<file path="src/rtl/abus_master_arbiter.sv">
// Round-robin arbiter sharing a single abus_master port between N_REQ clients.
// Latches the winner's command, waits for completion or timeout, pulses status.
module abus_master_arbiter #(
  parameter int N_REQ      = 4,
  parameter int ADDR_WIDTH = 16,
  parameter int DATA_WIDTH = 16,
  parameter int TIMEOUT    = 255
) (
  input  logic                        abus_clk,
  input  logic                        abus_rst,
  input  logic [N_REQ-1:0]            req_write,
  input  logic [N_REQ-1:0]            req_read,
  input  logic [N_REQ*ADDR_WIDTH-1:0] req_address,
  input  logic [N_REQ*DATA_WIDTH-1:0] req_wdata,
  output logic [N_REQ-1:0]            req_grant,
  output logic [N_REQ-1:0]            req_done,
  output logic [N_REQ-1:0]            req_err,
  output logic [DATA_WIDTH-1:0]       req_rdata,
  output logic                        m_write,
  output logic                        m_read,
  output logic [ADDR_WIDTH-1:0]       m_address,
  output logic [DATA_WIDTH-1:0]       m_wdata,
  input  logic                        m_done,
  input  logic                        m_new_rdata,
  input  logic                        m_err,
  input  logic [DATA_WIDTH-1:0]       m_rdata
);

  localparam int IW = $clog2(N_REQ);
  localparam int CW = (TIMEOUT > 0) ? $clog2(TIMEOUT + 1) : 1;
  localparam logic [CW-1:0] TO_LAST = CW'((TIMEOUT > 0) ? TIMEOUT - 1 : 0);

  typedef enum logic [1:0] {IDLE, BUSY, DONE} state_t;

  state_t                state, state_nx;
  logic [IW-1:0]         rr, rr_nx;
  logic [IW-1:0]         owner, owner_nx;
  logic                  op_wr, op_wr_nx;
  logic [CW-1:0]         cnt, cnt_nx;
  logic [N_REQ-1:0]      grant_nx, done_nx, err_nx;
  logic [DATA_WIDTH-1:0] rdata_nx;
  logic                  mw_nx, mr_nx;
  logic [ADDR_WIDTH-1:0] maddr_nx;
  logic [DATA_WIDTH-1:0] mwdata_nx;

  logic [N_REQ-1:0] pend;
  logic             win_found;
  logic [IW-1:0]    win_idx;
  logic [IW-1:0]    cand;
  logic [N_REQ-1:0] win_oh;
  logic             op_ok;
  logic             to_hit;

  assign pend   = req_write | req_read;
  assign op_ok  = op_wr ? m_done : m_new_rdata;
  assign to_hit = (TIMEOUT != 0) && (cnt == TO_LAST);

  // Scan farthest offset first so the nearest pending index after rr wins.
  always_comb begin
    win_found = 1'b0;
    win_idx   = '0;
    cand      = '0;
    for (int off = N_REQ; off >= 1; off--) begin
      cand = IW'((int'(rr) + off) % N_REQ);
      if (pend[cand]) begin
        win_found = 1'b1;
        win_idx   = cand;
      end
    end
    win_oh          = '0;
    win_oh[win_idx] = 1'b1;
  end

  always_comb begin
    state_nx  = state;
    rr_nx     = rr;
    owner_nx  = owner;
    op_wr_nx  = op_wr;
    cnt_nx    = cnt;
    grant_nx  = req_grant;
    done_nx   = '0;
    err_nx    = '0;
    rdata_nx  = req_rdata;
    mw_nx     = m_write;
    mr_nx     = m_read;
    maddr_nx  = m_address;
    mwdata_nx = m_wdata;
    unique case (state)
      IDLE: begin
        if (win_found) begin
          grant_nx = win_oh;
          owner_nx = win_idx;
          if (req_write[win_idx] && req_read[win_idx]) begin
            err_nx   = win_oh;
            state_nx = DONE;
          end else begin
            mw_nx     = req_write[win_idx];
            mr_nx     = req_read[win_idx];
            op_wr_nx  = req_write[win_idx];
            maddr_nx  = req_address[int'(win_idx)*ADDR_WIDTH +: ADDR_WIDTH];
            mwdata_nx = req_wdata[int'(win_idx)*DATA_WIDTH +: DATA_WIDTH];
            cnt_nx    = '0;
            state_nx  = BUSY;
          end
        end
      end
      BUSY: begin
        if (m_err || op_ok || to_hit) begin
          mw_nx    = 1'b0;
          mr_nx    = 1'b0;
          state_nx = DONE;
          if (!m_err && op_ok) begin
            done_nx = req_grant;
            if (!op_wr) rdata_nx = m_rdata;
          end else begin
            err_nx = req_grant;
          end
        end else begin
          cnt_nx = cnt + CW'(1);
        end
      end
      DONE: begin
        grant_nx = '0;
        rr_nx    = owner;
        state_nx = IDLE;
      end
      default: state_nx = IDLE;
    endcase
  end

  always_ff @(posedge abus_clk or posedge abus_rst) begin
    if (abus_rst) begin
      state     <= IDLE;
      rr        <= IW'(N_REQ - 1);
      owner     <= '0;
      op_wr     <= 1'b0;
      cnt       <= '0;
      req_grant <= '0;
      req_done  <= '0;
      req_err   <= '0;
      req_rdata <= '0;
      m_write   <= 1'b0;
      m_read    <= 1'b0;
      m_address <= '0;
      m_wdata   <= '0;
    end else begin
      state     <= state_nx;
      rr        <= rr_nx;
      owner     <= owner_nx;
      op_wr     <= op_wr_nx;
      cnt       <= cnt_nx;
      req_grant <= grant_nx;
      req_done  <= done_nx;
      req_err   <= err_nx;
      req_rdata <= rdata_nx;
      m_write   <= mw_nx;
      m_read    <= mr_nx;
      m_address <= maddr_nx;
      m_wdata   <= mwdata_nx;
    end
  end

endmodule

</file>
<file path="config.mk">
export PLATFORM = sky130hd
export DESIGN_NAME = abus_master_arbiter
export DESIGN_NICKNAME = d
export VERILOG_FILES = /design/src/rtl/abus_master_arbiter.sv
export SDC_FILE = /design/constraint.sdc
export NUM_CORES = 1
export LEC_CHECK = 0
export BUFFER_PORTS_ARGS = -buffer_cell sky130_fd_sc_hd__buf_2
export CORE_MARGIN = 4
export CORE_UTILIZATION = 25
export CTS_BUF_LIST = sky130_fd_sc_hd__clkbuf_8 sky130_fd_sc_hd__clkbuf_16
export DETAILED_ROUTE_END_ITERATION = 7
export MAX_ROUTING_LAYER = met4
export PLACE_DENSITY_LB_ADDON = 0.12
export SKIP_CTS_REPAIR_TIMING = 1
export SYNTH_ARGS = -nofsm -noshare
export SYNTH_HDL_FRONTEND = slang
export SYNTH_SLANG_ARGS = --single-unit
</file>
<file path="constraint.sdc">
create_clock -name abus_clk -period 2.4 [get_ports abus_clk]
set_input_delay 0.24 -clock abus_clk [delete_from_list [all_inputs] [get_ports abus_clk]]
set_output_delay 0.24 -clock abus_clk [all_outputs]
set_load 0.005 [all_outputs]
</file>
==> results of run 1 <==
through the flow:
stage                     cells  power (uW)  cell area, um^2   TNS [ns]  worst slack [ns]
after global placement      928        7320             6190      -3.46            -0.121
after global routing        954       10000             6750      -3.22            -0.108
final                       954        9300             6750  -0.000186         -0.000186
after detailed placement    928        7360             6190      -4.48            -0.154
after floorplan             476        5540             4560          0            0.0379
after CTS                   944        9020             6540      -4.92            -0.166
layer usage:
metal | vias to the layer above | track usage (%) | wire (um)
li1 | 2236 | - | -
met1 | 2138 | 17.5 | 6310
met5 | - | - | 0
met3 | 17 | 3.15 | 918
met2 | 159 | 22.6 | 7420
met4 | 0 | 5.30 | 206
power breakdown:
group | switching [uW] | total [uW] | leakage [uW] | internal, uW
combinational | 2470 | 5360 | 0.00221 | 2890
clock | 575 | 1600 | 0.000170 | 1020
sequential | 414 | 2340 | 0.000948 | 1930
total | 3450 | 9300 | 0.00333 | 5840
sequential cells by signal (all words and copies together) (netlist names), 2 cells and up:
signal     cells
cnt            8
m_address     16
m_wdata       16
owner          2
req_done       4
req_err        4
req_grant      4
req_rdata     16
rr             2
state          2
final cells by class:
cell class,instances,share of cell area (%)
diodes,1,0.0371
clock buffers,9,3.34
clock inverters,7,1.80
inverters,7,0.408
multi-input cells,359,37.2
flip-flops and latches,77,28.6
well taps,229,4.25
repair buffers,265,24.3
placed cells by master, fill, tap and decap left out, types with 3 or more instances in the layout:
master,netlist,layout
nor3_1,6,5
a21oi_1,43,42
a32o_1,4,4
buf_12,0,9
bufinv_16,0,3
buf_2,3,218
dfrtp_1,75,75
nor2_1,19,18
and2_1,5,5
clkbuf_16,0,12
nand2_1,107,107
o31ai_1,5,4
mux2i_1,4,4
mux2_4,32,32
mux2_2,18,18
buf_4,0,29
a32oi_1,32,32
inv_1,7,6
nand2b_1,5,5
a31o_2,7,7
o21ai_0,19,16
nand3_1,11,11
or4_1,4,4
cells by family after synthesis:
| family | share of synthesized area (%) |
|---|---|
| adder cells (fa/ha/maj) | 0.549 |
| AND/OR/NAND/NOR | 17.0 |
| flip-flops | 42.4 |
| multiplexers | 15.9 |
| AO/OA/AOI/OAI | 20.2 |
| buffers and inverters | 4.04 |
worst paths after layout:
kind                       cells past startpoint  slack (ns)           end
setup / recovery                               8     -0.0002    m_wdata[9]
hold / removal                                 2        0.13  req_rdata[6]
setup reg to reg                               8     -0.0002    m_wdata[9]
hold reg to reg                                2        0.48      owner[1]
max in group asynchronous                      4        1.25    m_wdata[6]
min in group asynchronous                      3        0.52        cnt[2]
==> impl_metrics.tcl, run 1 <==
set metrics [dict create \
    outcome "complete, but fails checks" \
    violations "setup timing" \
    gp_congestion 0.891 \
    layout_setup_ws_ns -0.000186 \
    synth_edf_count 0 \
    syn_avg_cell_area_um2 9.57 \
    path_buf_inv 2 \
    final_util_pct 37.6 \
    start_util_pct 25.4 \
    grt_pass1_wl_mm 22.5 \
    die_w_um 143 \
    fillers 1824 \
    arrival_ns 2.62 \
    portBuffers 218 \
    max_cap_violations 0 \
    cts_made_buffers 9 \
    maxSlewHeadroom_pct 61.9 \
    grt_pass1_vias 4612 \
    grt_usage_pct 14.1 \
    clock_skew_ns 0.00531 \
    rsz0062_at_grt "true" \
    synth_cell_types 52 \
    num_rows 49 \
    hold_path.startpoint "m_rdata[6]" \
    netlist_area_mm2 0.00456 \
    routedWlPerCell_um 15.6 \
    grt_max_degree 65 \
    clockRootBuffer "clkbuf_16" \
    drtAntennaViolNets 0 \
    ys_warn_count 0 \
    cp_max_fo 6 \
    critPathLaunch "rr[1]" \
    worstPathCellList "o21ai_2, nor3b_4, or3_4, a211oi_4, o31ai_4, buf_12, clkbuf_16, mux2_4" \
    clock_tree.htree_level_count 3 \
    drc 0 \
    register_area_mm2 0.00193 \
    yosysMostFrequentCell "nand2_1" \
    yosysTopAreaCell "dfrtp_1" \
    synth_flop_cell "dfrtp_1" \
    dr.pass1.iters 4 \
    clk_pin_slew_ns 0.06 \
    tritoncts "yes" \
    dieArea_mm2 0.0204 \
    overflow 0 \
    p_leak_uw 0.00333 \
    hpwl_mm 11.2 \
    end_kind "register" \
    ys_ff_latch 77 \
    multiInputGateArea_mm2 0.00251 \
    synthArstFlopShare_pct 100 \
    period_share_pct 100 \
    synth_common_cells "nand2_1 (107), dfrtp_1 (75), a21oi_1 (43), a32oi_1 (32), mux2_4 (32)" \
    antenna_found_initial 1 \
    rr_startpoint "rr[1]" \
    max_slew.worst_pin.slew_ns 0.567 \
    syn_to_final_growth_pct 48.1 \
    viasPerCell 4.77 \
    drive_gt1_share_pct 49.3 \
    clockBufferDepth 2 \
    clock_sinks 77 \
    via_count 4550 \
    syn_nets 635 \
    period_minus_slack_ns 2.40 \
    drt_iter0_markers 160 \
    synthesis.instances 476 \
    core_mm2 0.0180 \
    start_kind "register" \
    max_freq_ghz 0.417 \
    cp_slowest_stage_delay_ns 0.60 \
    worst_hold_path_type "in -> reg" \
    crit_family "flip-flops" \
    final_hold_viol_count 0 \
    setup_violations 1 \
    yosysSeqAreaShare_pct 42.4 \
    pwr_density_cell_mw_per_mm2 1380 \
    whs_ns 0.130 \
    clock_latency_ns 0.34 \
    yosys-top-cells-area "dfrtp_1 (41%), mux2_4 (11%), nand2_1 (8.8%)" \
    die_h_um 143 \
    slowest_stage "dfstp_2" \
    worstPathRequired_ns 2.62 \
    drv_slew 0 \
    routed_wirelength_mm 14.9 \
    io_pins 219 \
    crit_type "reg -> reg" \
    yosysTopAreaCellShare_pct 41.2 \
    peakVddDrop_v 0.000444 \
    nNetsFinal 878 \
]
No activity file was read; power rests on OpenSTA's default activity.
==> inputs of run 2 (changes only) <==
- CELL_PAD_IN_SITES_DETAIL_PLACEMENT: default -> 2
- CELL_PAD_IN_SITES_GLOBAL_PLACEMENT: default -> 2
- CORE_UTILIZATION: 25 -> 24
==> run 2 against run 1 <==
- the run ends with hold timing, setup timing left
- register-to-register slack worse by 0.03 ns
- via count up 2.2%
- sequential power barely moved
- utilization down 2.4 points
- global-route usage grew 2.9 points
- largest power group unchanged
- highest routed layer unchanged
==> impl_metrics.tcl, run 2 (synthesis results as in run 1) <==
set metrics [dict create \
    crit_family "flip-flops" \
    worst_hold_path_type "in -> async" \
    wl_met1_mm 7.56 \
    clkPwrFrac_pct 15.7 \
    r2r_setup_slack_ns -0.03 \
    rr_startpoint "rr[1]" \
    grt_max_degree 49 \
    routedWlPerCell_um 18.8 \
    r2r_end "m_wdata[1]" \
    io_pins 219 \
    worstPathRequired_ns 2.62 \
    maxSlewHeadroom_pct 44.5 \
    setup_tns_ns -0.279 \
    clock_latency_ns 0.33 \
    p_comb_share_pct 58.0 \
    cts_made_buffers 9 \
    grt_pass1_wl_mm 28.3 \
    viasPerCell 4.88 \
    peakVddDrop_v 0.000679 \
    layout_setup_ws_ns -0.0268 \
    p_int_uw 5440 \
    drt_iter0_markers 86 \
    overflow 0 \
    path_buf_inv 2 \
    grt_pass1_vias 5169 \
    grt_usage_pct 17.0 \
    clockRootBuffer "clkbuf_16" \
    drive_gt1_share_pct 49.0 \
    die_w_um 146 \
    final_hold_viol_count 31 \
    arrival_ns 2.65 \
    clock_skew_ns 0.00530 \
    max_freq_ghz 0.412 \
    die_h_um 146 \
    dr_wl_met2_mm 8.95 \
    max_cap_violations 0 \
    pwr_density_cell_mw_per_mm2 1370 \
    end_kind "register" \
    max_slew.worst_pin.slew_ns 0.826 \
    final_common_cell "buf_2" \
    syn_to_final_growth_pct 44.4 \
    gp_congestion 0.846 \
    antenna_found_initial 2 \
    cp_max_fo 10 \
    rsz0062_at_grt "true" \
    core_mm2 0.0187 \
    num_rows 50 \
    drtAntennaViolNets 0 \
    power.share.sequential_pct 26.3 \
    r2r_cells 8 \
    p_leak_uw 0.00323 \
    top_layer "met4" \
    setup_violations 18 \
    dieArea_mm2 0.0213 \
    drv_slew 0 \
    whs_ns -0.0322 \
    slowest_stage "dfstp_2" \
    reg_top3 "m_address: 16 flops, m_wdata: 16 flops, req_rdata: 16 flops" \
    period_share_pct 101 \
    nNetsFinal 871 \
    clk_pin_slew_ns 0.07 \
    start_kind "register" \
    violations "hold timing, setup timing" \
    clockBufferDepth 2 \
    final_cell_mix "buf_2 (218), nand2_1 (106), dfrtp_1 (75)" \
    tritoncts "yes" \
    cp_slowest_stage_delay_ns 0.59 \
    clock_sinks 77 \
    worstPathCellList "o21ai_2, nor3b_4, or3_4, a211oi_4, o31ai_4, buf_12, clkbuf_16, mux2_4" \
    routed_wirelength_mm 17.9 \
    start_util_pct 24.4 \
    swShare_pct 39.7 \
    portBuffers 218 \
    dr.pass1.iters 4 \
    clock_tree.htree_level_count 3 \
    outcome "complete, but fails checks" \
    crit_type "reg -> reg" \
    drc 0 \
    route.met3.wl_mm 1.18 \
    fillers 2126 \
    hpwl_mm 14.0 \
    period_minus_slack_ns 2.43 \
    via_count 4652 \
    power.switching_uw 3590 \
    final_util_pct 35.2 \
]
-- run 2: cell types whose count changed in the layout (fill, tap and decap cells not counted), moves of 2 or more --
cell,before,now
buf_4,29,31
buf_12,9,5
bufinv_16,3,1
clkinvlp_4,0,3
-- run 2: power by group through the flow --
stage	Sequential [uW]	Clock, uW	Combinational [uW]
2_1_floorplan	2310	0	3220
3_3_place_gp	2350	0	4890
3_5_place_dp	2380	0	5050
4_1_cts	2380	1460	5060
5_1_grt	2470	1540	5770
6_report	2370	1420	5240
-- run 2: area by class of cell --
type / count / area, um^2 / share of cell area [%]
repair buffers: 258 / 1510 / 23.0
clock buffers: 9 / 225 / 3.42
inverters: 7 / 27.5 / 0.419
multi-input cells: 359 / 2500 / 38.1
well taps: 234 / 293 / 4.45
flip-flops and latches: 77 / 1930 / 29.3
diodes: 2 / 5.00 / 0.0761
clock inverters: 7 / 81.3 / 1.24
-- run 2: worst max-delay path by stage --
stage,start,to,depth (start not counted)
final,rr[1],m_wdata[1],8
after global placement,req_read[3],m_wdata[13],9
after detailed placement,req_read[3],m_wdata[14],9
after floorplan,rr[1],m_address[0],8
after global routing,rr[1],m_wdata[0],8
after CTS,rr[1],m_address[15],7
-- run 2: metal layers --
layer	global-route usage, %	up-vias
li1	-	2211
met1	20.3	2276
met2	28.2	147
met3	4.83	18
met4	4.42	0
met5	-	-
-- run 2: metrics by stage --
stage	hold slack (ns)	area [um^2]	cells	power [uW]	setup WS [ns]
4_1_cts	-0.00628	6430	946	8900	-0.100
2_1_floorplan	0.391	4560	476	5540	0.0379
5_1_grt	0.0177	6580	953	9780	-0.105
6_report	-0.0322	6580	953	9020	-0.0268
3_5_place_dp	0.360	6130	930	7430	-0.111
3_3_place_gp	0.350	6130	930	7240	-0.0170
